File: src/rtl/pipe_pkg.sv
// Shared pipeline definitions: instruction field positions, ALU classes and the
// EX control bundle whose all-zero value is the bubble.
package pipe_pkg;

  localparam int RS_HI    = 25;
  localparam int RS_LO    = 21;
  localparam int RT_HI    = 20;
  localparam int RT_LO    = 16;
  localparam int RD_HI    = 15;
  localparam int RD_LO    = 11;
  localparam int IMM_HI   = 15;
  localparam int IMM_LO   = 0;
  localparam int FUNCT_HI = 5;
  localparam int FUNCT_LO = 0;

  typedef enum logic [1:0] {
    ALU_ADD   = 2'b00,
    ALU_SUB   = 2'b01,
    ALU_RTYPE = 2'b10,
    ALU_IMM   = 2'b11
  } aluOp_e;

  // Order here is the bundle order seen by EX/MEM/WB.
  typedef struct packed {
    logic   regWrite;
    logic   memtoReg;
    logic   memRead;
    logic   memWrite;
    logic   aluSrc;
    logic   regDst;
    aluOp_e aluOp;
  } ctrl_t;

  localparam int    CTRL_W = $bits(ctrl_t);
  localparam ctrl_t BUBBLE = '0;

endpackage

File: src/rtl/id_ex_reg_if.sv
// ID/EX boundary bundle: ID-side operands and control in, EX-side registered slot out.
// master = upstream ID logic, slave = the pipeline register.
interface id_ex_reg_if #(
    parameter int DATA_W = 32,
    parameter int REG_AW = 5
) ();
    logic              stall;
    logic              flush;
    logic [31:0]       instru;
    logic [DATA_W-1:0] pc_plus4;
    logic [DATA_W-1:0] ReadData1;
    logic [DATA_W-1:0] ReadData2;
    logic              RegWrite;
    logic              MemtoReg;
    logic              MemRead;
    logic              MemWrite;
    logic              ALUSrc;
    logic              RegDst;
    logic [1:0]        ALUOp;
    logic              wb_RegWrite;
    logic [REG_AW-1:0] wb_WriteReg;
    logic [DATA_W-1:0] wb_WriteData;

    logic              ex_valid;
    logic [DATA_W-1:0] ex_pc_plus4;
    logic [DATA_W-1:0] ex_rs_data;
    logic [DATA_W-1:0] ex_rt_data;
    logic [DATA_W-1:0] ex_imm;
    logic [REG_AW-1:0] ex_rs;
    logic [REG_AW-1:0] ex_rt;
    logic [REG_AW-1:0] ex_rd;
    logic [5:0]        ex_funct;
    logic              ex_RegWrite;
    logic              ex_MemtoReg;
    logic              ex_MemRead;
    logic              ex_MemWrite;
    logic              ex_ALUSrc;
    logic              ex_RegDst;
    logic [1:0]        ex_ALUOp;
    logic              load_use_hazard;

    modport master (
        output stall, flush, instru, pc_plus4, ReadData1, ReadData2,
               RegWrite, MemtoReg, MemRead, MemWrite, ALUSrc, RegDst, ALUOp,
               wb_RegWrite, wb_WriteReg, wb_WriteData,
        input  ex_valid, ex_pc_plus4, ex_rs_data, ex_rt_data, ex_imm,
               ex_rs, ex_rt, ex_rd, ex_funct,
               ex_RegWrite, ex_MemtoReg, ex_MemRead, ex_MemWrite, ex_ALUSrc,
               ex_RegDst, ex_ALUOp, load_use_hazard
    );

    modport slave (
        input  stall, flush, instru, pc_plus4, ReadData1, ReadData2,
               RegWrite, MemtoReg, MemRead, MemWrite, ALUSrc, RegDst, ALUOp,
               wb_RegWrite, wb_WriteReg, wb_WriteData,
        output ex_valid, ex_pc_plus4, ex_rs_data, ex_rt_data, ex_imm,
               ex_rs, ex_rt, ex_rd, ex_funct,
               ex_RegWrite, ex_MemtoReg, ex_MemRead, ex_MemWrite, ex_ALUSrc,
               ex_RegDst, ex_ALUOp, load_use_hazard
    );
endinterface

File: src/rtl/id_wb_bypass.sv
// WB-to-ID bypass: replaces register-file read data with the same-cycle WB write
// when it targets the register being read (register 0 is never bypassed).
module id_wb_bypass #(
    parameter int DATA_W = 32,
    parameter int REG_AW = 5
) (
    input  logic              wb_RegWrite,
    input  logic [REG_AW-1:0] wb_WriteReg,
    input  logic [DATA_W-1:0] wb_WriteData,
    input  logic [REG_AW-1:0] rsIdx,
    input  logic [REG_AW-1:0] rtIdx,
    input  logic [DATA_W-1:0] ReadData1,
    input  logic [DATA_W-1:0] ReadData2,
    output logic [DATA_W-1:0] rsData,
    output logic [DATA_W-1:0] rtData
);
    logic wbLive;

    assign wbLive = wb_RegWrite && (wb_WriteReg != '0);
    assign rsData = (wbLive && wb_WriteReg == rsIdx) ? wb_WriteData : ReadData1;
    assign rtData = (wbLive && wb_WriteReg == rtIdx) ? wb_WriteData : ReadData2;
endmodule

File: src/rtl/id_ex_reg.sv
// ID->EX pipeline register with stall/flush and a combinational load-use request.
// Define ID_EX_WB_BYPASS_EN to bypass same-cycle WB writes into the captured operands.
module id_ex_reg
    import pipe_pkg::*;
#(
    parameter int DATA_W = 32,
    parameter int REG_AW = 5
) (
    input logic         clk,
    input logic         rst,
    id_ex_reg_if.slave  bus
);
    function automatic logic signed [DATA_W-1:0] signExt(input logic [15:0] imm16);
        return DATA_W'($signed(imm16));
    endfunction

    ctrl_t                    idCtrl;
    logic [DATA_W-1:0]        rsData;
    logic [DATA_W-1:0]        rtData;
    logic [REG_AW-1:0]        idRs;
    logic [REG_AW-1:0]        idRt;

    logic                     exValid;
    ctrl_t                    exCtrl;
    logic [DATA_W-1:0]        exPc;
    logic [DATA_W-1:0]        exRsData;
    logic [DATA_W-1:0]        exRtData;
    logic signed [DATA_W-1:0] exImm;
    logic [REG_AW-1:0]        exRs;
    logic [REG_AW-1:0]        exRt;
    logic [REG_AW-1:0]        exRd;
    logic [5:0]               exFunct;

    assign idRs   = bus.instru[RS_HI:RS_LO];
    assign idRt   = bus.instru[RT_HI:RT_LO];
    assign idCtrl = '{regWrite: bus.RegWrite, memtoReg: bus.MemtoReg,
                      memRead:  bus.MemRead,  memWrite: bus.MemWrite,
                      aluSrc:   bus.ALUSrc,   regDst:   bus.RegDst,
                      aluOp:    aluOp_e'(bus.ALUOp)};

`ifdef ID_EX_WB_BYPASS_EN
    id_wb_bypass #(.DATA_W(DATA_W), .REG_AW(REG_AW)) uBypass (
        .wb_RegWrite (bus.wb_RegWrite),
        .wb_WriteReg (bus.wb_WriteReg),
        .wb_WriteData(bus.wb_WriteData),
        .rsIdx       (idRs),
        .rtIdx       (idRt),
        .ReadData1   (bus.ReadData1),
        .ReadData2   (bus.ReadData2),
        .rsData      (rsData),
        .rtData      (rtData)
    );
`else
    assign rsData = bus.ReadData1;
    assign rtData = bus.ReadData2;
`endif

    // ID -> EX stage boundary: reset and flush both leave a bubble that cannot write anything.
    always_ff @(posedge clk or posedge rst) begin
        if (rst) begin
            exValid  <= 1'b0;
            exCtrl   <= BUBBLE;
            exPc     <= '0;
            exRsData <= '0;
            exRtData <= '0;
            exImm    <= '0;
            exRs     <= '0;
            exRt     <= '0;
            exRd     <= '0;
            exFunct  <= '0;
        end else if (bus.flush) begin
            exValid  <= 1'b0;
            exCtrl   <= BUBBLE;
            exPc     <= '0;
            exRsData <= '0;
            exRtData <= '0;
            exImm    <= '0;
            exRs     <= '0;
            exRt     <= '0;
            exRd     <= '0;
            exFunct  <= '0;
        end else if (!bus.stall) begin
            exValid  <= 1'b1;
            exCtrl   <= idCtrl;
            exPc     <= bus.pc_plus4;
            exRsData <= rsData;
            exRtData <= rtData;
            exImm    <= signExt(bus.instru[IMM_HI:IMM_LO]);
            exRs     <= idRs;
            exRt     <= idRt;
            exRd     <= bus.instru[RD_HI:RD_LO];
            exFunct  <= bus.instru[FUNCT_HI:FUNCT_LO];
        end
    end

    assign bus.ex_valid    = exValid;
    assign bus.ex_pc_plus4 = exPc;
    assign bus.ex_rs_data  = exRsData;
    assign bus.ex_rt_data  = exRtData;
    assign bus.ex_imm      = exImm;
    assign bus.ex_rs       = exRs;
    assign bus.ex_rt       = exRt;
    assign bus.ex_rd       = exRd;
    assign bus.ex_funct    = exFunct;
    assign bus.ex_RegWrite = exCtrl.regWrite;
    assign bus.ex_MemtoReg = exCtrl.memtoReg;
    assign bus.ex_MemRead  = exCtrl.memRead;
    assign bus.ex_MemWrite = exCtrl.memWrite;
    assign bus.ex_ALUSrc   = exCtrl.aluSrc;
    assign bus.ex_RegDst   = exCtrl.regDst;
    assign bus.ex_ALUOp    = exCtrl.aluOp;

    // rt is compared against both ID source fields even for I-type: a false stall is harmless.
    assign bus.load_use_hazard = exValid & exCtrl.memRead & (exRt != '0) &
                                 ((exRt == idRs) | (exRt == idRt));
endmodule

File: src/flat_wrapper.sv
// flat-port wrapper written by rule: the top's interface ports become plain ports
module id_ex_reg_flat import pipe_pkg::*;
#(
    parameter int DATA_W = 32,
    parameter int REG_AW = 5
)
  (clk, rst, bus_stall, bus_flush, bus_instru, bus_pc_plus4, bus_ReadData1, bus_ReadData2, bus_RegWrite, bus_MemtoReg, bus_MemRead, bus_MemWrite, bus_ALUSrc, bus_RegDst, bus_ALUOp, bus_wb_RegWrite, bus_wb_WriteReg, bus_wb_WriteData, bus_ex_valid, bus_ex_pc_plus4, bus_ex_rs_data, bus_ex_rt_data, bus_ex_imm, bus_ex_rs, bus_ex_rt, bus_ex_rd, bus_ex_funct, bus_ex_RegWrite, bus_ex_MemtoReg, bus_ex_MemRead, bus_ex_MemWrite, bus_ex_ALUSrc, bus_ex_RegDst, bus_ex_ALUOp, bus_load_use_hazard);
  id_ex_reg_if #(.DATA_W(DATA_W), .REG_AW(REG_AW)) bus_i ();
  input logic clk;
  input logic rst;
  input wire logic [$bits(bus_i.stall)-1:0] bus_stall;
  input wire logic [$bits(bus_i.flush)-1:0] bus_flush;
  input wire logic [$bits(bus_i.instru)-1:0] bus_instru;
  input wire logic [$bits(bus_i.pc_plus4)-1:0] bus_pc_plus4;
  input wire logic [$bits(bus_i.ReadData1)-1:0] bus_ReadData1;
  input wire logic [$bits(bus_i.ReadData2)-1:0] bus_ReadData2;
  input wire logic [$bits(bus_i.RegWrite)-1:0] bus_RegWrite;
  input wire logic [$bits(bus_i.MemtoReg)-1:0] bus_MemtoReg;
  input wire logic [$bits(bus_i.MemRead)-1:0] bus_MemRead;
  input wire logic [$bits(bus_i.MemWrite)-1:0] bus_MemWrite;
  input wire logic [$bits(bus_i.ALUSrc)-1:0] bus_ALUSrc;
  input wire logic [$bits(bus_i.RegDst)-1:0] bus_RegDst;
  input wire logic [$bits(bus_i.ALUOp)-1:0] bus_ALUOp;
  input wire logic [$bits(bus_i.wb_RegWrite)-1:0] bus_wb_RegWrite;
  input wire logic [$bits(bus_i.wb_WriteReg)-1:0] bus_wb_WriteReg;
  input wire logic [$bits(bus_i.wb_WriteData)-1:0] bus_wb_WriteData;
  output wire logic [$bits(bus_i.ex_valid)-1:0] bus_ex_valid;
  output wire logic [$bits(bus_i.ex_pc_plus4)-1:0] bus_ex_pc_plus4;
  output wire logic [$bits(bus_i.ex_rs_data)-1:0] bus_ex_rs_data;
  output wire logic [$bits(bus_i.ex_rt_data)-1:0] bus_ex_rt_data;
  output wire logic [$bits(bus_i.ex_imm)-1:0] bus_ex_imm;
  output wire logic [$bits(bus_i.ex_rs)-1:0] bus_ex_rs;
  output wire logic [$bits(bus_i.ex_rt)-1:0] bus_ex_rt;
  output wire logic [$bits(bus_i.ex_rd)-1:0] bus_ex_rd;
  output wire logic [$bits(bus_i.ex_funct)-1:0] bus_ex_funct;
  output wire logic [$bits(bus_i.ex_RegWrite)-1:0] bus_ex_RegWrite;
  output wire logic [$bits(bus_i.ex_MemtoReg)-1:0] bus_ex_MemtoReg;
  output wire logic [$bits(bus_i.ex_MemRead)-1:0] bus_ex_MemRead;
  output wire logic [$bits(bus_i.ex_MemWrite)-1:0] bus_ex_MemWrite;
  output wire logic [$bits(bus_i.ex_ALUSrc)-1:0] bus_ex_ALUSrc;
  output wire logic [$bits(bus_i.ex_RegDst)-1:0] bus_ex_RegDst;
  output wire logic [$bits(bus_i.ex_ALUOp)-1:0] bus_ex_ALUOp;
  output wire logic [$bits(bus_i.load_use_hazard)-1:0] bus_load_use_hazard;
  assign bus_i.stall = bus_stall;
  assign bus_i.flush = bus_flush;
  assign bus_i.instru = bus_instru;
  assign bus_i.pc_plus4 = bus_pc_plus4;
  assign bus_i.ReadData1 = bus_ReadData1;
  assign bus_i.ReadData2 = bus_ReadData2;
  assign bus_i.RegWrite = bus_RegWrite;
  assign bus_i.MemtoReg = bus_MemtoReg;
  assign bus_i.MemRead = bus_MemRead;
  assign bus_i.MemWrite = bus_MemWrite;
  assign bus_i.ALUSrc = bus_ALUSrc;
  assign bus_i.RegDst = bus_RegDst;
  assign bus_i.ALUOp = bus_ALUOp;
  assign bus_i.wb_RegWrite = bus_wb_RegWrite;
  assign bus_i.wb_WriteReg = bus_wb_WriteReg;
  assign bus_i.wb_WriteData = bus_wb_WriteData;
  assign bus_ex_valid = bus_i.ex_valid;
  assign bus_ex_pc_plus4 = bus_i.ex_pc_plus4;
  assign bus_ex_rs_data = bus_i.ex_rs_data;
  assign bus_ex_rt_data = bus_i.ex_rt_data;
  assign bus_ex_imm = bus_i.ex_imm;
  assign bus_ex_rs = bus_i.ex_rs;
  assign bus_ex_rt = bus_i.ex_rt;
  assign bus_ex_rd = bus_i.ex_rd;
  assign bus_ex_funct = bus_i.ex_funct;
  assign bus_ex_RegWrite = bus_i.ex_RegWrite;
  assign bus_ex_MemtoReg = bus_i.ex_MemtoReg;
  assign bus_ex_MemRead = bus_i.ex_MemRead;
  assign bus_ex_MemWrite = bus_i.ex_MemWrite;
  assign bus_ex_ALUSrc = bus_i.ex_ALUSrc;
  assign bus_ex_RegDst = bus_i.ex_RegDst;
  assign bus_ex_ALUOp = bus_i.ex_ALUOp;
  assign bus_load_use_hazard = bus_i.load_use_hazard;
  id_ex_reg #(.DATA_W(DATA_W), .REG_AW(REG_AW)) u_core (.clk(clk), .rst(rst), .bus(bus_i));
endmodule
File: config.mk
export PLATFORM = sky130hd
export DESIGN_NAME = id_ex_reg_flat
export DESIGN_NICKNAME = d
export VERILOG_FILES = /design/src/rtl/pipe_pkg.sv /design/src/rtl/id_ex_reg_if.sv /design/src/rtl/id_wb_bypass.sv /design/src/rtl/id_ex_reg.sv /design/src/flat_wrapper.sv
export SDC_FILE = /design/constraint.sdc
export NUM_CORES = 1
export LEC_CHECK = 0
export ABC_AREA = 1
export CORE_ASPECT_RATIO = 1.1
export CORE_MARGIN = 5
export CORE_UTILIZATION = 38
export DETAILED_ROUTE_END_ITERATION = 8
export PLACE_DENSITY = 0.8
export REMOVE_ABC_BUFFERS = 1
export SETUP_SLACK_MARGIN = 0.15
export SYNTH_ARGS = -nofsm -noshare
export SYNTH_HDL_FRONTEND = slang
export SYNTH_SLANG_ARGS = --single-unit
File: constraint.sdc
create_clock -name clk -period 6.18 [get_ports clk]
set_clock_uncertainty 0.15 [all_clocks]
set_input_delay 1.854 -clock clk [delete_from_list [all_inputs] [get_ports clk]]
set_output_delay 1.854 -clock clk [all_outputs]
set_load 0.01 [all_outputs]
==> impl_metrics.py <==
metrics = {
    "status": {
        "status": "complete, no violations",
    },
    "timing": {
        "finalMaxSlewViolations": 0,
        "setup_repair_after_global_routing_missed_its_margin": "no",
        "finalCriticalPeriod_ns": 5.45,
        "timing.max_slew.rel_slack": 0.380,
        "number_of_hold_violations_in_the_final_report": 0,
        "timing.final.setup_violations": 0,
        "max_clock_freq_mhz": 183,
        "tightest_slew_ns": 0.930,
        "timing.final.crit_share": 0.882,
        "tns_ns": 0,
    },
    "drt": {
        "routed_wire_length_per_instance_um": 16.1,
        "drt_first_iter_violations": 348,
        "route.vias.total": 5361,
        "antenna_violating_nets_post_route": 0,
        "post-route-drc-count": 0,
        "detailedRoute.firstPassIterationCount": 4,
        "dr_vias_cell": 4.92,
        "route.final.wire_length_mm": 17.6,
    },
    "finish": {
        "synthToLayoutAreaGrowth_pct": 56.6,
        "nNetsFinal": 1058,
        "diodes": 0,
        "fillCellCount": 1283,
        "layout-drive-gt1-share": 0.0470,
    },
    "worst_setup_path": {
        "crit_path_end_kind": "output pin",
        "worstRegToRegCells": 2,
        "cp.arrival_ns": 3.45,
        "worst_ep_required_time_ns": 4.18,
        "setup.worst_path.start_class": "input pin",
        "worst-path-max-fanout": 2,
        "path_class": "in2out",
        "reg2reg_setup_slack_ns": 5.10,
    },
    "floorplanning": {
        "core_area_um2": 15100,
        "die_area_um2": 17900,
        "std_cell_rows": 47,
        "die_h_um": 140,
        "initial_core_util": 0.387,
        "die-width_um": 128,
        "io_pins": 337,
    },
    "global_route": {
        "globalRoute.totalOverflow": 0,
        "global_route_wire_length_before_repair_mm": 28.1,
        "vias_in_the_first_global_route": 5322,
        "grt_start_max_net_pins": 98,
        "antenna_found_initial": 0,
        "globalRouteTotalUtil": 0.195,
    },
    "power_and_ir_drop": {
        "power.density_cell_area_nw_per_um2": 271,
        "power_mw": 2.47,
        "p_leak_nw": 4.31,
        "max-vdd-ir-drop_v": 0.000182,
    },
    "clock_tree": {
        "cts_root_buf": "sky130_fd_sc_hd__clkbuf_16",
        "clkSlewWorstSetupHoldPaths_ns": 0.06,
        "clk_latency_ns": 0.41,
        "clock_tree.htree_level_count": 4,
        "cts_tree": "built",
        "cts_buffers": 17,
        "cts_resized": 0,
        "hold_buffers": 0,
        "cts_sinks": 131,
        "clk_path_buf_depth": 2,
        "cts_setup_buffers": 0,
    },
    "logic_synthesis": {
        "dominant_combinational_cell_family_by_area_after_synthesis": "simple AND/OR/NAND/NOR gates",
        "edff_count_synth": 0,
        "total_of_warnings_raised_by_yosys": 0,
        "synth_area_leader_cell": "sky130_fd_sc_hd__dfrtp_1",
        "yosys_most_used_dff": "sky130_fd_sc_hd__dfrtp_1",
        "yosysTopAreaCellShare": 0.562,
        "post_synth_mux_area_share": 0,
        "yosys-top-cells-area": "sky130_fd_sc_hd__dfrtp_1, sky130_fd_sc_hd__nand3_1, sky130_fd_sc_hd__nand2_1",
        "synth_xor_area_frac": 0.00451,
        "post_synth_and_or_nand_nor_area_fraction": 0.316,
        "area_fraction_in_compound_gates_after_synthesis": 0.00923,
        "synth_seq_area_share": 0.562,
        "yosysMostFrequentCell": "sky130_fd_sc_hd__nand3_1",
        "synthDistinctLibCells": 21,
        "async_flop_share": 1.00,
        "synth_top_cells_by_count": "sky130_fd_sc_hd__nand3_1, sky130_fd_sc_hd__nand2_1, sky130_fd_sc_hd__dfrtp_1, sky130_fd_sc_hd__buf_4, sky130_fd_sc_hd__buf_2",
        "ys_ff_latch": 131,
        "syn_inst": 644,
        "postSynthAreaPerCell_um2": 9.05,
        "synth.cell_area_um2": 5830,
        "synth_fa_ha_area_frac": 0,
    },
    "run": {
        "count_of_max_cap_constraint_violations": 0,
    },
    "placed_design": {
        "buffer_ports.inserted": 292,
        "place.gp.congestion": 0.830,
        "dpl.hpwl_mm": 11.9,
    },
    "min_path": {
        "timing.hold.worst_path_depth": 2,
        "hold_path_class": "reg2reg",
    },
}
[metal layers]
metal  up-vias  part of all wire  GRT usage
li1       2607                 -          -
met1      2505              0.39      0.232
met2       216              0.50      0.318
met3        33             0.082     0.0701
met4         0             0.033     0.0810
met5         -                 0          0
[power breakdown]
group | switching, mW | internal (mW)
clock network | 0.381 | 0.700
registers | 0.0390 | 0.920
logic | 0.193 | 0.238
[cell families after synthesis]
group | after synthesis
flip-flops | 131
AO/OA/AOI/OAI | 10
AND/OR/NAND/NOR | 403
XOR/XNOR | 3
buffers and inverters | 97
[path summary, 6_finish.rpt]
path / start / to
max reg2reg: u_core.bus.ex_imm[30] / u_core.bus.ex_imm[30]
max in group asynchronous: rst / u_core.bus.ex_pc_plus4[24]
min reg2reg: u_core.bus.ex_rt_data[17] / u_core.bus.ex_rt_data[17]
max: bus_instru[22] / bus_load_use_hazard
min: u_core.bus.ex_rt_data[17] / u_core.bus.ex_rt_data[17]
min in group asynchronous: rst / u_core.bus.ex_pc_plus4[27]
[state kept, by name, indices dropped and copies added (netlist names), 2 cells and up]
signal	count
u_core.bus.ex_pc_plus4	32
u_core.bus.ex_ALUOp	2
u_core.bus.ex_imm	7
u_core.bus.ex_rs	5
u_core.bus.ex_rt	5
u_core.bus.ex_funct	5
u_core.bus.ex_rd	4
u_core.bus.ex_rt_data	32
u_core.bus.ex_rs_data	32
[cell usage in the layout, fill, tap and decap left out, types with 2 or more instances in the layout]
cell | synthesis | layout
sky130_fd_sc_hd__clkbuf_1 | 6 | 2
sky130_fd_sc_hd__nor2_1 | 6 | 6
sky130_fd_sc_hd__clkinvlp_4 | 0 | 2
sky130_fd_sc_hd__bufinv_16 | 0 | 4
sky130_fd_sc_hd__dfrtp_1 | 131 | 131
sky130_fd_sc_hd__a21oi_1 | 2 | 2
sky130_fd_sc_hd__inv_6 | 0 | 3
sky130_fd_sc_hd__o22ai_1 | 3 | 3
sky130_fd_sc_hd__clkbuf_8 | 0 | 2
sky130_fd_sc_hd__nand3_1 | 253 | 253
sky130_fd_sc_hd__inv_1 | 14 | 13
sky130_fd_sc_hd__xnor2_1 | 2 | 2
sky130_fd_sc_hd__nand2_1 | 141 | 141
sky130_fd_sc_hd__o21ai_0 | 5 | 5
sky130_fd_sc_hd__clkdlybuf4s50_1 | 0 | 291
sky130_fd_sc_hd__clkinv_4 | 0 | 2
sky130_fd_sc_hd__clkbuf_16 | 0 | 17
sky130_fd_sc_hd__buf_4 | 31 | 7
[cell type report]
type,instances,area (um^2),share of cell area
flip-flops and latches,131,3280,0.359
repair buffers,299,2990,0.327
multi-input cells,416,1920,0.210
clock buffers,21,460,0.0504
well taps,196,245,0.0269
clock inverters,11,175,0.0192
inverters,15,63.8,0.00699
[through the flow]
| step | hold slack, ns | cells | setup slack [ns] | utilization | area [um^2] |
|---|---|---|---|---|---|
| 2_1_floorplan | 0.390 | 562 | 0.444 | - | 5260 |
| 3_3_place_gp | 0.338 | 1057 | 0.789 | 0.564 | 8490 |
| 3_5_place_dp | 0.343 | 1057 | 0.764 | 0.564 | 8490 |
| 4_1_cts | 0.359 | 1089 | 0.736 | 0.606 | 9130 |
| 5_1_grt | 0.375 | 1089 | 0.659 | 0.606 | 9130 |
| 6_report | 0.353 | 1089 | 0.727 | 0.606 | 9130 |
[critical path: stages]
cell,delay (ns)
sky130_fd_sc_hd__clkdlybuf4s50_1,0.49
sky130_fd_sc_hd__inv_1,0.06
sky130_fd_sc_hd__nand2_1,0.06
sky130_fd_sc_hd__nand2_1,0.05
sky130_fd_sc_hd__nor2_1,0.12
sky130_fd_sc_hd__nand3_1,0.09
sky130_fd_sc_hd__a21oi_1,0.15
sky130_fd_sc_hd__clkdlybuf4s50_1,0.57
Note: power is estimated with default switching activity, not from simulation.
